### config.mk
export PLATFORM = sky130hd
export DESIGN_NAME = rgb_mosaicing
export DESIGN_NICKNAME = d
export VERILOG_FILES = /design/src/rtl/rgb_mosaicing.sv
export SDC_FILE = /design/constraint.sdc
export NUM_CORES = 1
export LEC_CHECK = 0
export ABC_CLOCK_PERIOD_IN_PS = 5600
export CAP_MARGIN = 30
export CORE_MARGIN = 10
export CORE_UTILIZATION = 40
export DETAILED_ROUTE_END_ITERATION = 10
export HOLD_SLACK_MARGIN = 0.12
export PLACE_DENSITY = 0.65
export SYNTH_ARGS = -nofsm -noshare
export SYNTH_HDL_FRONTEND = slang
export SYNTH_SLANG_ARGS = --single-unit
### constraint.sdc
create_clock -name clk_i -period 5.6 [get_ports clk_i]
set_input_delay 1.12 -clock clk_i [delete_from_list [all_inputs] [get_ports clk_i]]
set_output_delay 1.12 -clock clk_i [all_outputs]
set_load 0.005 [all_outputs]
### src/rtl/rgb_mosaicing.sv
// RGB to raw Bayer mosaicing: keeps the CFA-selected colour component of each pixel.
// Registered skid buffer on the input and a registered output stage cut timing in both directions.
`timescale 1ns/1ps

module rgb_mosaicing #(
    parameter int RAW_PX_WIDTH  = 10,
    parameter int MAX_LINE_SIZE = 1920,
    localparam int RGB_TDATA_WIDTH = ((3 * RAW_PX_WIDTH + 7) / 8) * 8,
    localparam int RAW_TDATA_WIDTH = ((RAW_PX_WIDTH + 7) / 8) * 8,
    localparam int COL_W           = $clog2(MAX_LINE_SIZE + 1)
) (
    input  logic                         clk_i,
    input  logic                         rst_n_i,
    input  logic [1:0]                   pattern_i,
    input  logic                         en_i,
    input  logic                         err_clr_i,
    output logic                         line_len_err_o,
    input  logic [RGB_TDATA_WIDTH-1:0]   rgb_video_i_tdata,
    input  logic                         rgb_video_i_tvalid,
    output logic                         rgb_video_i_tready,
    input  logic                         rgb_video_i_tuser,
    input  logic                         rgb_video_i_tlast,
    output logic [RAW_TDATA_WIDTH-1:0]   raw_video_o_tdata,
    output logic [RAW_TDATA_WIDTH/8-1:0] raw_video_o_tkeep,
    output logic [RAW_TDATA_WIDTH/8-1:0] raw_video_o_tstrb,
    output logic                         raw_video_o_tid,
    output logic                         raw_video_o_tdest,
    output logic                         raw_video_o_tvalid,
    input  logic                         raw_video_o_tready,
    output logic                         raw_video_o_tuser,
    output logic                         raw_video_o_tlast
);

    logic [RAW_PX_WIDTH-1:0] in_r, in_g, in_b, px;
    logic [1:0]              pat_q, pat_eff, pos;
    logic                    en_q, en_eff, row_odd_q, col_odd_q, row_eff, col_eff;
    logic [COL_W-1:0]        col_cnt_q, col_cnt_eff;
    logic                    fire, tready_q, err_q;

    logic [RAW_PX_WIDTH-1:0] skid_px, out_px;
    logic                    skid_user, skid_last, skid_vld;
    logic                    out_user, out_last, out_vld;
    logic                    load_out, skid_vld_nxt;

    generate
        if (RGB_TDATA_WIDTH > 3 * RAW_PX_WIDTH) begin : g_pad
            logic unused_pad;
            assign unused_pad = ^rgb_video_i_tdata[RGB_TDATA_WIDTH-1:3*RAW_PX_WIDTH];
        end
    endgenerate

    // A tuser beat is position (0,0) and already uses the pattern/enable being latched on it.
    always_comb begin
        in_g        = rgb_video_i_tdata[RAW_PX_WIDTH-1:0];
        in_b        = rgb_video_i_tdata[2*RAW_PX_WIDTH-1 -: RAW_PX_WIDTH];
        in_r        = rgb_video_i_tdata[3*RAW_PX_WIDTH-1 -: RAW_PX_WIDTH];
        fire        = rgb_video_i_tvalid && tready_q;
        pat_eff     = rgb_video_i_tuser ? pattern_i : pat_q;
        en_eff      = rgb_video_i_tuser ? en_i : en_q;
        row_eff     = rgb_video_i_tuser ? 1'b0 : row_odd_q;
        col_eff     = rgb_video_i_tuser ? 1'b0 : col_odd_q;
        col_cnt_eff = rgb_video_i_tuser ? '0 : col_cnt_q;
        pos         = {row_eff, col_eff};
        px          = in_g;
        if (en_eff) begin
            case (pat_eff)
                2'b00:   px = (pos == 2'b01) ? in_b : (pos == 2'b10) ? in_r : in_g;
                2'b01:   px = (pos == 2'b00) ? in_b : (pos == 2'b11) ? in_r : in_g;
                2'b10:   px = (pos == 2'b01) ? in_r : (pos == 2'b10) ? in_b : in_g;
                default: px = (pos == 2'b00) ? in_r : (pos == 2'b11) ? in_b : in_g;
            endcase
        end
    end

    always_ff @(posedge clk_i or negedge rst_n_i) begin
        if (!rst_n_i) begin
            pat_q     <= '0;
            en_q      <= 1'b0;
            row_odd_q <= 1'b0;
            col_odd_q <= 1'b0;
            col_cnt_q <= '0;
            err_q     <= 1'b0;
        end else begin
            if (fire) begin
                if (rgb_video_i_tuser) begin
                    pat_q <= pattern_i;
                    en_q  <= en_i;
                end
                if (rgb_video_i_tlast) begin
                    col_odd_q <= 1'b0;
                    row_odd_q <= !row_eff;
                    col_cnt_q <= '0;
                end else begin
                    col_odd_q <= !col_eff;
                    row_odd_q <= row_eff;
                    col_cnt_q <= (col_cnt_eff == COL_W'(MAX_LINE_SIZE)) ? col_cnt_eff
                                                                        : col_cnt_eff + COL_W'(1);
                end
            end
            if (fire && !rgb_video_i_tlast && (col_cnt_eff == COL_W'(MAX_LINE_SIZE)))
                err_q <= 1'b1;
            else if (err_clr_i)
                err_q <= 1'b0;
        end
    end

    // Skid entry can only be occupied while the input is stalled, so fire and skid_vld never coincide.
    always_comb begin
        load_out     = !out_vld || raw_video_o_tready;
        skid_vld_nxt = load_out ? 1'b0 : (skid_vld || fire);
    end

    always_ff @(posedge clk_i or negedge rst_n_i) begin
        if (!rst_n_i) begin
            skid_px   <= '0;
            skid_user <= 1'b0;
            skid_last <= 1'b0;
            skid_vld  <= 1'b0;
            out_px    <= '0;
            out_user  <= 1'b0;
            out_last  <= 1'b0;
            out_vld   <= 1'b0;
            tready_q  <= 1'b0;
        end else begin
            skid_vld <= skid_vld_nxt;
            tready_q <= !skid_vld_nxt;
            if (load_out) begin
                if (skid_vld) begin
                    out_px   <= skid_px;
                    out_user <= skid_user;
                    out_last <= skid_last;
                    out_vld  <= 1'b1;
                end else if (fire) begin
                    out_px   <= px;
                    out_user <= rgb_video_i_tuser;
                    out_last <= rgb_video_i_tlast;
                    out_vld  <= 1'b1;
                end else begin
                    out_vld  <= 1'b0;
                end
            end else if (fire) begin
                skid_px   <= px;
                skid_user <= rgb_video_i_tuser;
                skid_last <= rgb_video_i_tlast;
            end
        end
    end

    always_comb begin
        rgb_video_i_tready = tready_q;
        line_len_err_o     = err_q;
        raw_video_o_tdata  = RAW_TDATA_WIDTH'(out_px);
        raw_video_o_tkeep  = '1;
        raw_video_o_tstrb  = '1;
        raw_video_o_tid    = 1'b0;
        raw_video_o_tdest  = 1'b0;
        raw_video_o_tvalid = out_vld;
        raw_video_o_tuser  = out_user;
        raw_video_o_tlast  = out_last;
    end

endmodule

==> Yosys cells after proc, flatten, opt, wreduce, memory -nomap -nowiden <==
Cells that the tools add are included.
{ "op_classes": {"addsub": 1, "multipliers": 0, "n_div": 0, "order_cmp": 0, "n_eq_ne": 6, "n_shift": 0, "muxes": 30, "n_bitwise": 1, "reduce_logical": 16} }
{ "op_table": {"columns": ["op", "count"], "rows": [
  ["$mux 10", 11],
  ["$mux 11", 3],
  ["$pmux 10 s3", 1],
  ["$mux 1", 14],
  ["$add 11x1->11 const B", 1],
  ["$eq 11x11->1 const B", 1],
  ["$eq 2x2->1 const B", 3],
  ["$logic_not 1->1", 5],
  ["$eq 2x1->1 const B", 2],
  ["$logic_not 2->1", 2],
  ["$reduce_and 2->1", 2],
  ["$reduce_bool 2->1", 2],
  ["$logic_and 1x1->1", 3],
  ["$logic_or 1x1->1", 2],
  ["$mux 2", 1],
  ["$not 1->1", 1]
]} }
{ "totals": {"regBits": 44, "latchBits": 0, "mem_bits_rw": 0, "rom_bits": 0, "input_bits": 42, "out_inout_bits": 27, "wordCells": 69, "n_memories": 0} }

==> Logic depth before layout (Yosys ltp) <==
Gate-level depths: netlist of run 1.
{ "depth": {"word_depth": 8, "depth_mapped": 11, "depth_no_buf": 8} }

==> Worst setup path after synthesis of run 1 <==
Ideal clock, no wire load.
{ "synth_path": {"kind": "in2reg", "start": "input port rgb_video_i_tuser", "end": "register col_cnt_q[10]", "arrival_ns": 2.848, "t_required_ns": 5.471, "path_slack_ns": 2.623, "stages": 11, "path_buffers": 4, "path_cell_list": "buf_6 buf_6 buf_4 clkbuf_1 nor2b_1 ha_1 nand2_1 nor3_1 a31oi_1 o21ai_0 o21ai_0"} }
{ "synth_via": {"elab_chain_cells": 4, "elab_cells_between_ends": 5, "classes_between": "add/sub: 1; eq/ne: 1; mux: 3"} }
{ "synth_lines": {"columns": ["item", "line", "rtl"], "rows": [
  ["start: declaration", "21", "input logic rgb_video_i_tuser,"],
  ["$mux 11 *", "62", "col_cnt_eff = rgb_video_i_tuser ? '0 : col_cnt_q;"],
  ["$add 11x1->11 or $eq 11x11->1 (tied branches)", "97, 96", null],
  ["$mux 11 *", "96", "col_cnt_q <= (col_cnt_eff == COL_W'(MAX_LINE_SIZE)) ? col_cnt_eff"],
  ["$mux 11 *", "89", "if (rgb_video_i_tlast) begin"],
  ["end signal: assignment", "96", null],
  ["end: declaration", "37", "logic [COL_W-1:0] col_cnt_q, col_cnt_eff;"]
]} }
Mark *: on every way between the ends. The rest lies on a longest branch, timed or not.
A chain may end at the register's enable or synchronous reset.

==> Final worst setup path of run 1 <==
{ "layout_path": {"start": "input port rgb_video_i_tuser", "end": "register out_px[0]"} }
{ "layout_via": {"elab_chain_cells": 8, "elab_cells_between_ends": 23, "classes_between": "eq/ne: 5; mux: 16; reduce/logical: 2"} }
{ "layout_lines": {"columns": ["item", "line", "rtl"], "rows": [
  ["$mux 1, on equally long branches", "61, 60", null],
  ["$eq 2x2->1, on equally long branches", null, null],
  ["$mux 10, on equally long branches (2 in a row)", null, null],
  ["$pmux 10 s3", "66", "case (pat_eff)"],
  ["$mux 10 *", "65", "if (en_eff) begin"],
  ["$mux 10 *", "133", "end else if (fire) begin"],
  ["$mux 10 *", "128", "if (skid_vld) begin"],
  ["end signal: assignment", "129", "out_px <= skid_px;"],
  ["end signal: assignment", "134", "out_px <= px;"],
  ["end: declaration", "40", "logic [RAW_PX_WIDTH-1:0] skid_px, out_px;"]
]} }
Mark *: on every way between the ends. The rest lies on a longest branch, timed or not. The select of a mux whose other input is x is not followed.

==> results of run 1 <==
[per-stage QoR]
step	area [um^2]	hold slack (ns)
after CTS	4070	0.479
after global placement	3970	0.455
after global routing	4070	0.499
after floorplan	3530	0.441
after detailed placement	3990	0.460
final	4070	0.476
[cell usage in the layout, fill, tap and decap left out, drive strengths merged, types with 5 or more instances in the layout]
cell type	netlist	final
a2111oi	6	6
a21oi	24	24
a31oi	14	14
and2	6	6
buf	27	5
clkbuf	13	5
clkdlybuf4s50	0	53
conb	2	12
dfrtp	44	44
inv	8	8
mux2i	13	13
nand2	46	46
nand2b	14	14
nand3	9	9
nand4	6	6
nor2	30	30
nor3	10	10
nor3b	6	6
nor4b	5	5
o211ai	5	5
o21ai	38	38
o221ai	12	12
o22ai	7	7
o31ai	17	17
o32ai	10	10
[Yosys cell counts, drive strengths merged (12+ instances only)]
cell,count
dfrtp,44
nand2b,14
clkbuf,13
nand2,46
o21ai,38
o221ai,12
a21oi,24
mux2i,13
nor2,30
a31oi,14
o31ai,17
buf,27
[cell type report]
cell class / count / area share
repair buffers: 58 / 0.142
clock inverters: 2 / 0.00308
well taps: 108 / 0.0332
flip-flops and latches: 44 / 0.271
clock buffers: 5 / 0.0169
multi-input cells: 341 / 0.527
inverters: 8 / 0.00738
[registers in the layout (all words and copies together) (netlist names)]
name	cells
pat_q	2
out_px	10
skid_vld	1
skid_px	10
rgb_video_i_tready	1
raw_video_o_tvalid	1
line_len_err_o	1
skid_user	1
raw_video_o_tuser	1
raw_video_o_tlast	1
col_cnt_q	11
skid_last	1
col_odd_q	1
row_odd_q	1
en_q	1
[worst register-to-register path: stages, from the launching register on]
cell and delay (ns):
dfrtp_1 0.99, and2b_1 0.49, nand2_2 0.24, o221a_2 0.32, a2111o_1 0.43, o22ai_1 0.13
o21ai_0 0.09
[layer usage]
layer	GRT usage	up-vias	share of wire
li1	-	1660	-
met4	0.0474	0	0.015
met3	0.0315	12	0.069
met5	0	-	0
met2	0.268	138	0.48
met1	0.214	1693	0.44
[power by group]
part | switching [mW] | total (mW) | internal, mW
combinational | 0.284 | 0.518 | 0.234
sequential | 0.0530 | 0.442 | 0.389
clock | 0.112 | 0.197 | 0.0847
[logic make-up (layout without fill, tap and decap cells)]
group,Yosys count,after routing,synth area share
AND/OR/NAND/NOR,157,157,0.236
XOR/XNOR,2,2,0.0104
flip-flops,44,44,0.316
other,2,12,0.00215
adder cells (fa/ha/maj),2,2,0.00717
multiplexers,16,16,0.0470
AO/OA/AOI/OAI,152,152,0.300
buffers and inverters,48,73,0.0814
[final timing paths]
check | startpoint | to | slack (ns) | depth (start not counted)
max | rgb_video_i_tuser | out_px[0] | 1.69 | 8
min | skid_px[2] | skid_px[2] | 0.48 | 2
max reg2reg | col_odd_q | skid_px[4] | 2.77 | 6
min reg2reg | skid_px[2] | skid_px[2] | 0.48 | 2
max in group asynchronous | rst_n_i | out_px[7] | 4.28 | 2
min in group asynchronous | rst_n_i | skid_px[8] | 0.80 | 1
==> results_dict.tcl, run 1 <==
set metrics [dict create \
    drv_cap 0 \
    areaGrowthSynthToFinish_pct 16.6 \
    die_y_um 113 \
    cp-start-kind "input port" \
    rows 34 \
    max_freq_mhz 256 \
    synth_edf_count 0 \
    ios 69 \
    cts_tree "done" \
    yosysWarnings 0 \
    grt_pass1_wl_um 17500 \
    synth_top_area_frac 0.316 \
    crit_path_top_delay_cell "clkdlybuf4s50_1" \
    drt_iter0_drc 284 \
    cts_buffers 5 \
    yosys-top-cells-area "dfrtp_1 32%, o21ai_0 5.3%, nand2_1 4.8%" \
    clk_pin_slew_ns 0.09 \
    ctsHtreeMaxLevel 2 \
    crit_type "in -> reg" \
    grt_usage 0.164 \
    hpwl_um 8070 \
    insertion_delay_ns 0.30 \
    grt_max_degree 29 \
    critPathTopFamily "compound AO/OA/AOI/OAI gates" \
    fin_nets 502 \
    syn_avg_cell_area_um2 8.25 \
    vdd_drop_max_uv 104 \
    rsz0062_at_grt "false" \
    cts_root_buffer "clkbuf_8" \
    slew_viol_final 0 \
    tightest_slew_ns 0.972 \
    hold_viol_final 0 \
    skew_ns 0.00852 \
    crit_fanout 27 \
    clk_path_buf_depth 2 \
    wl_per_cell_um 19.3 \
    end_kind "flip-flop" \
    antenna_found_initial 0 \
    drt-total-wl_um 10900 \
    fin_setup_tns_ns 0 \
    slew_headroom 0.352 \
    setup_viol 0 \
    final.fill_count 848 \
    finalPower_mw 1.16 \
    ctsHoldBuffers 0 \
    stdcell_count 566 \
    ant_nets 0 \
    start_util 0.406 \
    first_pass_iters 5 \
    hold_class "reg -> reg" \
    dp_slack_ns 1.38 \
    power_density_nw_per_um2 285 \
    critical_path_arrival_ns 4.16 \
    vias 3503 \
    clock-sinks 44 \
    regArea_um2 1100 \
    port_buffers 54 \
    avgViaCountPerCell 6.19 \
    slowest_delay_ns 0.89 \
    diodes 0 \
    drc 0 \
    fin_crit_ns 3.91 \
    post-route-util 0.473 \
    grt_pass1_vias 3395 \
    critical_path_buf_inv_count 2 \
    dieWidth_um 113 \
    dp.cells 559 \
    gp_congestion 0.937 \
    drive_gt1_frac 0.0611 \
    fin_ws_ns 1.69 \
    ys_ff_latch 44 \
    critical_path_required_ns 5.85 \
    postCtsSetupRepairBufs 0 \
    cts-resized-gates 0 \
    core_area_um2 8590 \
    worstPathCellList "clkdlybuf4s50_1 -> buf_4 -> o21ba_2 -> nor2_1 -> a2111oi_0 -> a2111oi_2 -> a31oi_1 -> o21a_1" \
    grt.overflow.total 0 \
    syn_area_um2 3490 \
    synthDistinctLibCells 62 \
    syn-instance-count 423 \
    async_flop_share 1.00 \
    status "finished clean" \
    yosysTopAreaCell "dfrtp_1" \
    finalCritPeriodShare 0.699 \
    die-area_um2 12900 \
    synth_ff_type "dfrtp_1" \
    leakagePower_nw 1.58 \
    ys_seq_area_frac 0.316 \
    multiInputGateArea_um2 2140 \
]
(Power assumes the default switching activity.)
==> inputs of run 2 (changes only) <==
ABC_CLOCK_PERIOD_IN_PS = 3800   (was 5600)
clock period = 3.8 ns   (was 5.6 ns; I/O delays follow)
==> run 2 against run 1 <==
Against the previous run: global-route usage increased by 0.24 points; first-iteration DRC count grew 18%; utilization grew 0.80 points; cell count up 0.71%; sequential share of layout area down 0.45 points; design area increased by 1.7%; critical path depth did not move; critical endpoint is now skid_px[9]; largest cell class unchanged.
==> results_dict.tcl, run 2 (synthesis gave the netlist of run 1 again) <==
set metrics [dict create \
    status "finished clean" \
    dieWidth_um 113 \
    crit_path_top_delay_cell "and2b_1" \
    reg_top3 "col_cnt_q (11), out_px (10), skid_px (10)" \
    cts-resized-gates 0 \
    final.fill_count 852 \
    drt_iter0_drc 334 \
    critical_path_arrival_ns 3.09 \
    holdWs_ns 0.386 \
    critical_path_required_ns 3.96 \
    crit_fanout 48 \
    die_y_um 113 \
    wl_per_cell_um 19.3 \
    ios 69 \
    first_pass_iters 5 \
    fin_setup_tns_ns 0 \
    power_density_nw_per_um2 438 \
    diodes 0 \
    ant_nets 0 \
    cts_buffers 5 \
    grt_max_degree 49 \
    cp-start-kind "input port" \
    drive_gt1_frac 0.0693 \
    dp_slack_ns 0.616 \
    clock-sinks 44 \
    crit_type "in -> reg" \
    drt-total-wl_um 11000 \
    worstPathCellList "clkdlybuf4s50_1 -> buf_12 -> and2b_1 -> nand2_2 -> o221a_2 -> a2111o_1 -> o22ai_1 -> o21ai_0" \
    avgViaCountPerCell 6.20 \
    port_buffers 54 \
    core_area_um2 8590 \
    clk_path_buf_depth 2 \
    fin_ws_ns 0.871 \
    slew_viol_final 0 \
    grt_pass1_vias 3497 \
    critPathTopFamily "compound AO/OA/AOI/OAI gates" \
    die-area_um2 12900 \
    vias 3534 \
    setup_viol 0 \
    grt_pass1_wl_um 17800 \
    postCtsSetupRepairBufs 0 \
    critical_path_buf_inv_count 2 \
    max_freq_mhz 341 \
    clk_pin_slew_ns 0.09 \
    slew_headroom 0.341 \
    grt_usage 0.166 \
    grt.overflow.total 0 \
    layout_common_cells "53 x clkdlybuf4s50_1, 45 x nand2_1, 44 x dfrtp_1" \
    areaGrowthSynthToFinish_pct 18.5 \
    hpwl_um 8140 \
    drc 0 \
    rows 34 \
    largest_register "col_cnt_q" \
    hold_class "in -> async" \
    skew_ns 0.0109 \
    stdcell_count 570 \
    cts_root_buffer "clkbuf_8" \
    ctsHoldBuffers 0 \
    fin_nets 505 \
    insertion_delay_ns 0.31 \
    drv_cap 0 \
    dp.cells 562 \
    leakagePower_nw 1.61 \
    largest_reg_flops 11 \
    gp_congestion 0.955 \
    tightest_slew_ns 0.988 \
    cts_tree "done" \
    slowest_delay_ns 0.47 \
    start_util 0.406 \
    fin_crit_ns 2.93 \
    finalPower_mw 1.81 \
    rsz0062_at_grt "false" \
    hold_viol_final 0 \
    antenna_found_initial 0 \
    ctsHtreeMaxLevel 2 \
    vdd_drop_max_uv 176 \
    finalCritPeriodShare 0.771 \
    layout_commonest_cell "clkdlybuf4s50_1" \
    end_kind "flip-flop" \
]
-- run 2: worst register-to-register path: stages (launching register included) --
cell      delay, ns
dfrtp_1        1.01
and2b_1        0.51
nand2_2        0.25
o221a_2        0.32
a2111o_1       0.40
o22ai_1        0.14
o21ai_0        0.10
-- run 2: worst paths after layout --
path / cells after the start / end / start / slack, ns
worst max register to register: 6 / skid_px[9] / col_odd_q / 0.93
min in group clk_i: 2 / skid_px[6] / skid_px[6] / 0.48
worst min register to register: 2 / skid_px[6] / skid_px[6] / 0.48
worst min-delay path: 1 / skid_px[1] / rst_n_i / 0.39
max in group asynchronous: 2 / col_cnt_q[0] / rst_n_i / 2.92
worst max-delay path: 8 / skid_px[9] / rgb_video_i_tuser / 0.87
-- run 2: per-stage QoR --
stage / util / cell area (um^2)
after floorplan: - / 3530
after global placement: 0.466 / 4000
after detailed placement: 0.468 / 4020
after CTS: 0.481 / 4140
after global routing: 0.481 / 4140
final: 0.481 / 4140
-- run 2: layer usage --
layer / track usage / wire (um) / part of all wire / up-vias
met1: 0.211 / 4710 / 0.43 / 1696
li1: - / - / - / 1661
met5: 0 / 0 / 0 / -
met3: 0.0362 / 795 / 0.072 / 21
met4: 0.0508 / 170 / 0.015 / 0
met2: 0.275 / 5350 / 0.49 / 156
-- run 2: final cells by class --
cell class	instances	area, um^2	share of cell area
Tap cell	108	135	0.0327
Timing Repair Buffer	61	613	0.148
Sequential cell	44	1100	0.266
Multi-Input combinational cell	341	2140	0.518
Clock buffer	5	68.8	0.0166
Clock inverter	3	46.3	0.0112
Inverter	8	30.0	0.00726
-- run 2: power breakdown --
part / leakage (nW) / internal (mW) / switching [mW] / total, mW
Sequential: 0.548 / 0.574 / 0.0994 / 0.673
Clock: 0.0548 / 0.198 / 0.180 / 0.378
Combinational: 1.01 / 0.354 / 0.407 / 0.761
==> inputs of run 3 (changes only) <==
ABC_CLOCK_PERIOD_IN_PS = 2500   (was 3800)
PLACE_DENSITY = 0.68   (was 0.65)
clock period = 2.5 ns   (was 3.8 ns; I/O delays follow)
==> run 3 against run 2 <==
Against the previous run: critical path depth did not move; first-iteration DRC count fell by 8.7%; global-route usage rose by 0.38 points.
==> results_dict.tcl, run 3 (synthesis gave the netlist of run 1 again) <==
set metrics [dict create \
    status "finished clean" \
    multiInputGateArea_um2 2150 \
    largest_reg_flops 11 \
    layout_common_cells "53 x clkdlybuf4s50_1, 45 x nand2_1, 44 x dfrtp_1" \
    placed_area_um2 4310 \
    drv_cap 0 \
    crit_path_top_delay_cell "clkdlybuf4s50_1" \
    clock-sinks 44 \
    hpwl_um 8650 \
    setup_viol 0 \
    die_y_um 113 \
    worstPathCellList "clkdlybuf4s50_1 -> buf_12 -> or3b_1 -> a21oi_1 -> o31ai_1 -> a32oi_1 -> o221ai_1 -> a21oi_1" \
    diodes 0 \
    stdcell_area_um2 4430 \
    post-route-util 0.515 \
    vdd_drop_max_uv 305 \
    hold_viol_final 0 \
    cp-start-kind "input port" \
    drt-total-wl_um 11100 \
    drt_iter0_drc 305 \
    grt_pass1_vias 3640 \
    crit_fanout 20 \
    gp_congestion 0.986 \
    ant_nets 0 \
    cts_buffers 5 \
    dp_slack_ns -0.209 \
    vias 3699 \
    clk_path_buf_depth 2 \
    ctsHoldBuffers 0 \
    grt.overflow.total 0 \
    largest_register "col_cnt_q" \
    antenna_found_initial 0 \
    holdWs_ns 0.142 \
    avgViaCountPerCell 6.08 \
    clk_pin_slew_ns 0.10 \
    crit_type "in -> reg" \
    finalCritPeriodShare 0.931 \
    end_kind "flip-flop" \
    regArea_um2 1100 \
    cpMostUsedCell "a21oi_1" \
    cts_tree "done" \
    finalPower_mw 2.84 \
    slew_viol_final 0 \
    grt_max_degree 21 \
    critical_path_buf_inv_count 2 \
    ios 69 \
    slowest_delay_ns 0.45 \
    drc 0 \
    leakagePower_nw 1.80 \
    reg_top3 "col_cnt_q (11), out_px (10), skid_px (10)" \
    ctsHtreeMaxLevel 2 \
    skew_ns 0.0148 \
    fin_ws_ns 0.173 \
    hold_class "in -> async" \
    critical_path_required_ns 2.74 \
    dieWidth_um 113 \
    drive_gt1_frac 0.142 \
    grt_pass1_wl_um 18300 \
    first_pass_iters 5 \
    wl_per_cell_um 18.3 \
    grt_usage 0.170 \
    fin_setup_tns_ns 0 \
    dp.cells 600 \
    fin_nets 543 \
    rsz0062_at_grt "false" \
    stdcell_count 608 \
    rows 34 \
    core_area_um2 8590 \
    cts_root_buffer "clkbuf_8" \
    insertion_delay_ns 0.31 \
    start_util 0.406 \
    port_buffers 54 \
    layout_commonest_cell "clkdlybuf4s50_1" \
    fin_crit_ns 2.33 \
    critical_path_arrival_ns 2.57 \
    critPathTopFamily "compound AO/OA/AOI/OAI gates" \
    power_density_nw_per_um2 641 \
    max_freq_mhz 430 \
    final.fill_count 834 \
    die-area_um2 12900 \
    areaGrowthSynthToFinish_pct 26.9 \
]
[run 3: cell types whose count changed in the layout (fill, tap and decap cells not counted), sizes merged]
cell | previous run | this run
buf | 8 | 46
[run 3: repair_timing]
action                                  4_1_cts  5_1_grt
buffers inserted                              0        0
endpoints found under the setup margin        0        4
resized for setup                             0        3
[run 3: metal layers]
layer	track usage	part of all wire	up-vias
li1	-	-	1741
met1	0.218	0.44	1789
met2	0.278	0.48	155
met3	0.0346	0.063	14
met4	0.0550	0.018	0
met5	0	0	-
[run 3: report_power, final]
part / total (mW) / switching, mW / internal [mW] / leakage, nW
Sequential: 0.995 / 0.122 / 0.873 / 0.548
Clock: 0.574 / 0.273 / 0.301 / 0.0548
Combinational: 1.27 / 0.649 / 0.619 / 1.20
[run 3: area by class of cell]
type	instances	share of cell area
clock inverter	3	0.0105
timing repair buffer	99	0.203
tap	108	0.0305
multi-input combinational	341	0.485
inverter	8	0.00678
sequential	44	0.249
clock buffer	5	0.0155
[run 3: path summary, 6_finish.rpt]
path	startpoint	cells after the start	end	slack [ns]
max in group asynchronous	rst_n_i	2	skid_px[8]	1.76
worst max-delay path	rgb_video_i_tuser	8	out_px[1]	0.17
worst max register to register	col_odd_q	6	skid_px[0]	0.18
worst min-delay path	rst_n_i	1	col_cnt_q[10]	0.14
min in group clk_i	skid_px[2]	2	skid_px[2]	0.48
worst min register to register	skid_px[2]	2	skid_px[2]	0.48
